<file path="config.mk">
export PLATFORM = sky130hd
export DESIGN_NAME = seq_control_unit_flat
export DESIGN_NICKNAME = d
export VERILOG_FILES = /design/src/rtl/seq_control_unit_pkg.sv /design/src/rtl/seq_control_unit_if.sv /design/src/rtl/seq_control_unit_counter.sv /design/src/rtl/seq_control_unit.sv /design/src/flat_wrapper.sv
export SDC_FILE = /design/constraint.sdc
export NUM_CORES = 1
export LEC_CHECK = 0
export ABC_AREA = 1
export BUFFER_PORTS_ARGS = -buffer_cell sky130_fd_sc_hd__buf_2
export CAP_MARGIN = 20
export CELL_PAD_IN_SITES_DETAIL_PLACEMENT = 0
export CELL_PAD_IN_SITES_GLOBAL_PLACEMENT = 1
export CORE_MARGIN = 8
export CORE_UTILIZATION = 41
export CTS_BUF_LIST = sky130_fd_sc_hd__clkbuf_4
export CTS_CLUSTER_SIZE = 24
export DETAILED_ROUTE_END_ITERATION = 8
export HOLD_SLACK_MARGIN = 0.1
export PLACE_DENSITY = 0.94
export SYNTH_ARGS = -nofsm -noshare
export SYNTH_HDL_FRONTEND = slang
export SYNTH_HIERARCHICAL = 1
export SYNTH_SLANG_ARGS = --single-unit
</file>
<file path="constraint.sdc">
create_clock -name clk -period 3.28 [get_ports clk]
set_input_delay 0.656 -clock clk [delete_from_list [all_inputs] [get_ports clk]]
set_output_delay 0.656 -clock clk [all_outputs]
set_load 0.01 [all_outputs]
</file>
<file path="src/rtl/seq_control_unit_pkg.sv">
// Shared CPU package: control-unit state encodings and defaults.
// Reused by the sequencer, datapath and debug logic.
package seq_control_unit_pkg;

  localparam logic [2:0] ST_COMMIT  = 3'd0;
  localparam logic [2:0] ST_FETCH   = 3'd1;
  localparam logic [2:0] ST_DECODE  = 3'd2;
  localparam logic [2:0] ST_EXECUTE = 3'd3;
  localparam logic [2:0] ST_MEM     = 3'd4;

  localparam int MEM_TIMEOUT_DEF = 15;

  typedef enum logic [2:0] {
    CNT_HOLD,
    CNT_LOAD,
    CNT_DEC,
    CNT_INC,
    CNT_CLR
  } cnt_op_t;

  typedef struct packed {
    logic wr_rd;
    logic upd;
    logic br;
    logic mop;
    logic mwr;
  } ctl_t;

endpackage

</file>
<file path="src/rtl/seq_control_unit_if.sv">
// Control-unit bundle: decoded controls and handshakes in,
// phase, memory-request and commit strobes out.
interface seq_control_unit_if #(
  parameter int EXEC_CNT_W = 4
);
  logic                  if_ready;
  logic                  update_flags;
  logic                  write_rd;
  logic                  br_en;
  logic                  ig_ex;
  logic                  mem_op;
  logic                  mem_wr;
  logic [EXEC_CNT_W-1:0] exec_cycles;
  logic                  mem_ready;

  logic       cu_fetch;
  logic       cu_decode;
  logic       cu_execute;
  logic       cu_mem;
  logic       cu_rd_mem;
  logic       cu_wr_mem;
  logic       new_pc_en;
  logic       ld_pc;
  logic       ld_rd;
  logic       ld_apsr;
  logic       cu_branch;
  logic       bus_fault;
  logic       busy;
  logic [2:0] state;

  modport master (
    output if_ready, update_flags, write_rd, br_en,
    output ig_ex, mem_op, mem_wr, exec_cycles, mem_ready,
    input  cu_fetch, cu_decode, cu_execute, cu_mem,
    input  cu_rd_mem, cu_wr_mem, new_pc_en, ld_pc,
    input  ld_rd, ld_apsr, cu_branch, bus_fault,
    input  busy, state
  );

  modport slave (
    input  if_ready, update_flags, write_rd, br_en,
    input  ig_ex, mem_op, mem_wr, exec_cycles, mem_ready,
    output cu_fetch, cu_decode, cu_execute, cu_mem,
    output cu_rd_mem, cu_wr_mem, new_pc_en, ld_pc,
    output ld_rd, ld_apsr, cu_branch, bus_fault,
    output busy, state
  );
endinterface

</file>
<file path="src/rtl/seq_control_unit_counter.sv">
// Shared cycle counter: down-counts execute cycles,
// up-counts memory wait cycles.
module cu_cycle_counter
  import seq_control_unit_pkg::*;
(
  input  logic       clk,
  input  logic       rst,
  input  cnt_op_t    op,
  input  logic [7:0] load_val,
  output logic [7:0] count
);

  always_ff @(posedge clk) begin
    if (rst) begin
      count <= '0;
    end else begin
      unique case (op)
        CNT_LOAD: count <= load_val;
        CNT_DEC:  count <= count - 8'd1;
        CNT_INC:  count <= count + 8'd1;
        CNT_CLR:  count <= '0;
        default:  count <= count;
      endcase
    end
  end

endmodule

</file>
<file path="src/rtl/seq_control_unit.sv">
// Multi-cycle sequencer: fetch, decode, execute, memory, commit,
// with a memory-wait timeout that suppresses the commit writes.
module seq_control_unit
  import seq_control_unit_pkg::*;
#(
  parameter int EXEC_CNT_W  = 4,
  parameter int MEM_TIMEOUT = MEM_TIMEOUT_DEF
) (
  input logic             clk,
  input logic             rst,
  seq_control_unit_if.slave cu
);

  logic [2:0]            st_q;
  logic [2:0]            st_d;
  ctl_t                  ctl_q;
  logic                  fault_q;
  cnt_op_t               op;
  logic [7:0]            cnt;
  logic [EXEC_CNT_W-1:0] ec;
  logic                  cnt_zero;
  logic                  tmo;

  assign ec       = cu.exec_cycles;
  assign cnt_zero = (cnt == 8'd0);

  // Fires on the MEM cycle whose not-ready wait would reach the limit.
  assign tmo = (st_q == ST_MEM) && !cu.mem_ready
            && (cnt == 8'(MEM_TIMEOUT - 1));

  cu_cycle_counter u_cnt (
    .clk      (clk),
    .rst      (rst),
    .op       (op),
    .load_val (8'(ec)),
    .count    (cnt)
  );

  always_comb begin
    st_d = ST_COMMIT;
    op   = CNT_HOLD;
    unique case (st_q)
      ST_COMMIT: st_d = ST_FETCH;
      ST_FETCH:  st_d = cu.if_ready ? ST_DECODE : ST_FETCH;
      ST_DECODE: begin
        op   = CNT_LOAD;
        st_d = cu.ig_ex ? ST_COMMIT : ST_EXECUTE;
      end
      ST_EXECUTE: begin
        if (cnt_zero) begin
          op   = CNT_CLR;
          st_d = ctl_q.mop ? ST_MEM : ST_COMMIT;
        end else begin
          op   = CNT_DEC;
          st_d = ST_EXECUTE;
        end
      end
      ST_MEM: begin
        if (cu.mem_ready || tmo) begin
          st_d = ST_COMMIT;
        end else begin
          op   = CNT_INC;
          st_d = ST_MEM;
        end
      end
      default: st_d = ST_COMMIT;
    endcase
  end

  always_ff @(posedge clk) begin
    if (rst) begin
      st_q    <= ST_COMMIT;
      ctl_q   <= '0;
      fault_q <= 1'b0;
    end else begin
      st_q <= st_d;
      if (st_q == ST_DECODE) begin
        ctl_q <= '{
          wr_rd: cu.write_rd,
          upd:   cu.update_flags,
          br:    cu.br_en,
          mop:   cu.mem_op,
          mwr:   cu.mem_wr
        };
      end
      if (tmo) begin
        fault_q <= 1'b1;
      end else if (st_q == ST_COMMIT) begin
        fault_q <= 1'b0;
      end
    end
  end

  always_comb begin
    cu.cu_fetch   = 1'b0;
    cu.cu_decode  = 1'b0;
    cu.cu_execute = 1'b0;
    cu.cu_mem     = 1'b0;
    cu.cu_rd_mem  = 1'b0;
    cu.cu_wr_mem  = 1'b0;
    cu.new_pc_en  = 1'b0;
    cu.ld_pc      = 1'b0;
    cu.ld_rd      = 1'b0;
    cu.ld_apsr    = 1'b0;
    cu.cu_branch  = 1'b0;
    cu.bus_fault  = 1'b0;
    cu.busy       = 1'b0;
    cu.state      = st_q;
    unique case (st_q)
      ST_COMMIT: begin
        cu.new_pc_en = 1'b1;
        cu.ld_pc     = 1'b1;
        cu.ld_rd     = ctl_q.wr_rd & ~fault_q;
        cu.ld_apsr   = ctl_q.upd & ~fault_q;
        cu.cu_branch = ctl_q.br & ~fault_q;
      end
      ST_FETCH: begin
        cu.busy     = 1'b1;
        cu.cu_fetch = 1'b1;
      end
      ST_DECODE: begin
        cu.busy      = 1'b1;
        cu.cu_decode = 1'b1;
      end
      ST_EXECUTE: begin
        cu.busy       = 1'b1;
        cu.cu_execute = 1'b1;
      end
      ST_MEM: begin
        cu.busy      = 1'b1;
        cu.cu_mem    = 1'b1;
        cu.cu_rd_mem = ~ctl_q.mwr;
        cu.cu_wr_mem = ctl_q.mwr;
        cu.bus_fault = tmo & ~rst;
      end
      default: ;
    endcase
  end

endmodule

</file>
<file path="src/flat_wrapper.sv">
// flat-port wrapper written by rule: the top's interface ports become plain ports
module seq_control_unit_flat import seq_control_unit_pkg::*;
#(
  parameter int EXEC_CNT_W  = 4,
  parameter int MEM_TIMEOUT = MEM_TIMEOUT_DEF
)
  (clk, rst, cu_if_ready, cu_update_flags, cu_write_rd, cu_br_en, cu_ig_ex, cu_mem_op, cu_mem_wr, cu_exec_cycles, cu_mem_ready, cu_cu_fetch, cu_cu_decode, cu_cu_execute, cu_cu_mem, cu_cu_rd_mem, cu_cu_wr_mem, cu_new_pc_en, cu_ld_pc, cu_ld_rd, cu_ld_apsr, cu_cu_branch, cu_bus_fault, cu_busy, cu_state);
  seq_control_unit_if #(.EXEC_CNT_W(EXEC_CNT_W)) cu_i ();
  input logic clk;
  input logic rst;
  input wire logic [$bits(cu_i.if_ready)-1:0] cu_if_ready;
  input wire logic [$bits(cu_i.update_flags)-1:0] cu_update_flags;
  input wire logic [$bits(cu_i.write_rd)-1:0] cu_write_rd;
  input wire logic [$bits(cu_i.br_en)-1:0] cu_br_en;
  input wire logic [$bits(cu_i.ig_ex)-1:0] cu_ig_ex;
  input wire logic [$bits(cu_i.mem_op)-1:0] cu_mem_op;
  input wire logic [$bits(cu_i.mem_wr)-1:0] cu_mem_wr;
  input wire logic [$bits(cu_i.exec_cycles)-1:0] cu_exec_cycles;
  input wire logic [$bits(cu_i.mem_ready)-1:0] cu_mem_ready;
  output wire logic [$bits(cu_i.cu_fetch)-1:0] cu_cu_fetch;
  output wire logic [$bits(cu_i.cu_decode)-1:0] cu_cu_decode;
  output wire logic [$bits(cu_i.cu_execute)-1:0] cu_cu_execute;
  output wire logic [$bits(cu_i.cu_mem)-1:0] cu_cu_mem;
  output wire logic [$bits(cu_i.cu_rd_mem)-1:0] cu_cu_rd_mem;
  output wire logic [$bits(cu_i.cu_wr_mem)-1:0] cu_cu_wr_mem;
  output wire logic [$bits(cu_i.new_pc_en)-1:0] cu_new_pc_en;
  output wire logic [$bits(cu_i.ld_pc)-1:0] cu_ld_pc;
  output wire logic [$bits(cu_i.ld_rd)-1:0] cu_ld_rd;
  output wire logic [$bits(cu_i.ld_apsr)-1:0] cu_ld_apsr;
  output wire logic [$bits(cu_i.cu_branch)-1:0] cu_cu_branch;
  output wire logic [$bits(cu_i.bus_fault)-1:0] cu_bus_fault;
  output wire logic [$bits(cu_i.busy)-1:0] cu_busy;
  output wire logic [$bits(cu_i.state)-1:0] cu_state;
  assign cu_i.if_ready = cu_if_ready;
  assign cu_i.update_flags = cu_update_flags;
  assign cu_i.write_rd = cu_write_rd;
  assign cu_i.br_en = cu_br_en;
  assign cu_i.ig_ex = cu_ig_ex;
  assign cu_i.mem_op = cu_mem_op;
  assign cu_i.mem_wr = cu_mem_wr;
  assign cu_i.exec_cycles = cu_exec_cycles;
  assign cu_i.mem_ready = cu_mem_ready;
  assign cu_cu_fetch = cu_i.cu_fetch;
  assign cu_cu_decode = cu_i.cu_decode;
  assign cu_cu_execute = cu_i.cu_execute;
  assign cu_cu_mem = cu_i.cu_mem;
  assign cu_cu_rd_mem = cu_i.cu_rd_mem;
  assign cu_cu_wr_mem = cu_i.cu_wr_mem;
  assign cu_new_pc_en = cu_i.new_pc_en;
  assign cu_ld_pc = cu_i.ld_pc;
  assign cu_ld_rd = cu_i.ld_rd;
  assign cu_ld_apsr = cu_i.ld_apsr;
  assign cu_cu_branch = cu_i.cu_branch;
  assign cu_bus_fault = cu_i.bus_fault;
  assign cu_busy = cu_i.busy;
  assign cu_state = cu_i.state;
  seq_control_unit #(.EXEC_CNT_W(EXEC_CNT_W), .MEM_TIMEOUT(MEM_TIMEOUT)) u_core (.clk(clk), .rst(rst), .cu(cu_i));
endmodule
</file>
# Word-level counts from Yosys, hierarchy flattened
# Cells that the tools add are included.
# Widths: inputs -> output; s select.
# op_classes
muxes	24
bitwise_logic	7
reduce_logical	9
add_sub_neg	2
n_eq_ne	9
# op_table
op	n
$pmux 8 s4	1
$pmux 3 s5	1
$mux 1	14
$eq 3x2->1 const B	4
$mux 3	4
$pmux 3 s3	1
$add 8x1->8 const B	1
$eq 8x4->1 const B	1
$logic_not 8->1	1
$sub 8x1->8 const B	1
$eq 3x1->1 const B	2
$eq 3x3->1 const B	2
$mux 2	3
$and 1x1->1	4
$reduce_bool 4->1	1
$reduce_or 4->1	1
$logic_not 3->1	1
$not 1->1	3
$logic_and 1x1->1	2
$reduce_bool 2->1	1
$logic_not 1->1	1
$logic_or 1x1->1	1
# word_totals
out_inout_bits	16
word_cells	59
inputBits	14
reg_bits	17

# Longest topological paths before layout
# depth
ltp_word	8
ltp_mapped	15
ltp_nobuf	15

# Hierarchy
# The synthesis kept the hierarchy.
# modules_own_cells
mod	seq_area_each_um2	cells_each	instances	area_each_um2
cu_cycle_counter	160.2	128	1	825.8
seq_control_unit	180.2	84	1	519.2

# Least setup slack after synthesis
# Ideal clock, no wire load.
# synth_path
path_type	register to register
start	reg u_core.st_q[1], in the netlist u_core/cu.state[1]
end	reg u_core.u_cnt.count[3]
path_stages_with_launch	13
setup_ns	0.115
synth_period_minus_slack_ns	2.434
required_ns	3.165
path_slack_ns	0.846
arrival_ns	2.319
n_path_buf	0
path_cell_list	dfxtp_1 > inv_2 > nor3_2 > inv_1 > nor2_1 > inv_1 > nand3_1 > ha_1 > a21oi_1 > nand2_1 > or2_2 > nand3_1 > a21oi_2
# synth_via
word_cells_on_any_way	14
# synth_rtl
item	line_no	text
start: declaration	seq_control_unit.sv:14	logic [2:0] st_q;
start signal: assignment	seq_control_unit.sv:76	st_q <= st_d;
$eq 3x3->1 / $eq 3x2->1 (equally long branches)	seq_control_unit.sv:42	unique case (st_q)
$pmux 3 s3 *	seq_control_unit.sv:42	
net u_core.op[2]	seq_control_unit.sv:18	cnt_op_t op;
$eq 3x3->1, or another cell as far along	seq_control_unit_counter.sv:17	unique case (op)
$pmux 8 s4 / $reduce_bool 4->1 (equally long branches)	-	
end signal: assignment	seq_control_unit_counter.sv:18	CNT_LOAD: count <= load_val;
end signal: assignment	seq_control_unit_counter.sv:19	CNT_DEC: count <= count - 8'd1;
end signal: assignment	seq_control_unit_counter.sv:20	CNT_INC: count <= count + 8'd1;
end: declaration	seq_control_unit_counter.sv:10	output logic [7:0] count
# Mark *: on every way through the listed nets, which the timed path passes. The rest lies on a longest branch.
# A chain may end at the register's enable or synchronous reset.

# Worst setup path in the final report
# layout_path
start	reg u_core.st_q[0], in the netlist u_core/cu.state[0]
end	reg u_core.u_cnt.count[3]
# Same word-level chain as after synthesis.

==> flow_summary.json <==
{
  "die-height_um": 73.3,
  "ys_seq_elements": 17,
  "ir_drop_mv": 0.318,
  "power.internal_uw": 371,
  "crit_chain": "inv_2 > nor3_2 > inv_1 > nor2_1 > inv_1 > nand3_1 > ha_1 > a21oi_1 > nand2_1 > or2_2 > nand3_1 > a21oi_2",
  "yosysSeqAreaShare": 0.253,
  "grt_overflow_total": 0,
  "max_stage_delay_ps": 390,
  "cts_root_buf": "clkbuf_4",
  "die_w_um": 73.3,
  "powerDensity_mw_per_mm2": 387,
  "finalMaxSlewViolations": 0,
  "coreArea_mm2": 0.00308,
  "cts_tree": "yes",
  "grt_pass1_vias": 1223,
  "drc": 0,
  "htree_levels": 1,
  "antenna_found_initial": 0,
  "io_buffers": 29,
  "finalSetupViolCount": 0,
  "clk_pin_slew_ps": 100,
  "insertion_delay_ps": 290,
  "rsz0062_at_grt": "false",
  "drt-pass1-iter-count": 4,
  "worstMarginPinSlew_ps": 888,
  "avgViaCountPerCell": 4.59,
  "drt_iter0_drc": 38,
  "hold_path_class": "reg -> reg",
  "grt.total_usage": 0.117,
  "start_util": 0.437,
  "reg2reg_slack_ps": 800,
  "grt_max_degree": 17,
  "final.min_clock_period_ps": 2480,
  "power_frac_comb": 0.394,
  "drive_above_1_share": 0.262,
  "clock_sinks": 17,
  "hold_viol_final": 0,
  "p_sw_uw": 228,
  "timing.rr.start": "u_core/cu.state[0]",
  "dr_total_vias": 1322,
  "fmax_mhz": 403,
  "cp-end-kind": "flip-flop",
  "ys_types": 30,
  "routedWlPerCell_um": 10.2,
  "dpl_worst_slack_ps": 672,
  "cts_buffer_depth": 2,
  "fillers": 341,
  "ant_nets": 0,
  "slew_headroom": 0.406,
  "hold_ws_ps": 467,
  "antenna_cells": 0,
  "cts_buffers": 3,
  "dieArea_mm2": 0.00537,
  "leakage_uw": 0.000809,
  "tns_ps": 0,
  "cap_violations": 0,
  "rows": 20,
  "seq_power_share": 0.401,
  "crit_required_ps": 3480,
  "skew_ps": 6.78,
  "netlist_area_mm2": 0.00135,
  "cts.repair.resized": 0,
  "worstHoldEndpoint": "u_core/ctl_q[3]",
  "r2r_cells": 12,
  "holdCritStartpoint": "u_core/ctl_q[3]",
  "area_growth_pct": 15.1,
  "status": "finished, final reports clean",
  "postCtsSetupRepairBufs": 0,
  "dp_hpwl_um": 2400,
  "cp_max_fo": 7,
  "yosys_warnings": 6,
  "min_period_over_period": 0.757,
  "worstSetupStartpointType": "flip-flop",
  "fin_ws_ps": 797,
  "r2r-end": "u_core/u_cnt/count[3]",
  "drt_wl_total_um": 2940,
  "switching_share": 0.381,
  "cpMaxStageDelayCell": "dfxtp_1",
  "postCtsHoldBufs": 0,
  "critPathKind": "reg -> reg",
  "fin_nets": 266,
  "p_clk_frac": 0.204,
  "place.gp.congestion": 0.850,
  "fin_util": 0.503,
  "ios": 30,
  "grt_pass1_wl_um": 5150,
  "synthesis.instances": 212,
  "holdPathStages": 2,
  "critPathArrivalTime_ps": 2680,
  "syn-mean-instance-area_um2": 6.34
}
## per-stage QoR
stage               std cells  cell area (um^2)  power, uW
global placement          284              1520        482
CTS                       288              1550        607
global route              288              1550        662
floorplan                 215              1360        437
finish                    288              1550        599
detailed placement        284              1520        484
## cells in the mapped netlist (all sizes together)
cell type	instances	share of area
nand3b	1	0.0056
nand2	47	0.13
or3	1	0.0047
or2	2	0.0093
inv	41	0.11
a21oi	21	0.098
conb	1	0.0028
nor2	24	0.073
o21ai	14	0.069
dfxtp	17	0.25
clkinv	1	0.0028
nand4	1	0.0047
fa	1	0.015
ha	6	0.056
buf	4	0.029
o211ai	1	0.0093
nand3	24	0.097
and3	1	0.0047
nor3	4	0.019
## final cells by class
class / count / area, um^2 / share of cell area
timing repair buffer: 29 / 145 / 0.0938
inverter: 42 / 158 / 0.102
tap: 44 / 55.1 / 0.0356
multi-input combinational: 152 / 820 / 0.530
clock buffer: 4 / 30.0 / 0.0194
sequential: 17 / 340 / 0.220
## registers in the layout, indices dropped and copies added, names as in the netlist
signal / count
u_core/fault_q: 1
u_core/ctl_q: 5
u_core/u_cnt/count: 8
u_core/cu.state: 3
## cells in the final DEF, fill, tap and decap left out, drive strengths merged, types with 2 or more instances in the layout
cell type / instances
nand2: 47
inv: 41
buf: 29
nand3: 24
nor2: 24
a21oi: 21
dfxtp: 17
o21ai: 14
ha: 6
clkbuf: 4
conb: 4
nor3: 4
or2: 2
## metal layers
layer  part of all wire  vias to the layer above  global-route usage
met5                  0                        -                   0
met4              0.011                        0              0.0133
met3              0.088                        4              0.0435
met2               0.44                       32               0.207
met1               0.46                      555               0.134
li1                   -                      731                   -
## worst max path at each step
stage / start / endpoint / cells after the start
2_1_floorplan: u_core/cu.state[1] / u_core/u_cnt/count[3] / 12
3_3_place_gp: cu_mem_ready / u_core/u_cnt/count[3] / 11
3_5_place_dp: cu_mem_ready / u_core/u_cnt/count[3] / 11
4_1_cts: u_core/cu.state[0] / u_core/u_cnt/count[3] / 12
5_1_grt: u_core/cu.state[0] / u_core/u_cnt/count[7] / 14
6_report: u_core/cu.state[0] / u_core/u_cnt/count[3] / 12
## power groups by stage
| stage | clock network [uW] | registers [uW] | logic, uW |
|---|---|---|---|
| finish | 122 | 241 | 236 |
| global route | 140 | 244 | 278 |
| CTS | 128 | 241 | 238 |
| detailed placement | 0 | 246 | 238 |
| global placement | 0 | 245 | 236 |
| floorplan | 0 | 243 | 194 |
## cells by family after synthesis
logic type                 Yosys count  share of synthesized area
adders and majority gates            7                     0.0707
AOI/OAI and AO/OA                   36                      0.176
other                                1                    0.00279
and+or+nand+nor                    105                      0.352
buffers and inverters               46                      0.146
DFF                                 17                      0.253
## critical path, delay by kind of cell (launching register included)
| family | cells | cell delay (ps) |
|---|---|---|
| and+or+nand+nor | 6 | 1230 |
| DFF | 1 | 390 |
| AOI/OAI and AO/OA | 2 | 200 |
| adders and majority gates | 1 | 340 |
| buffers and inverters | 3 | 230 |
No activity file was read; power rests on OpenSTA's default activity.
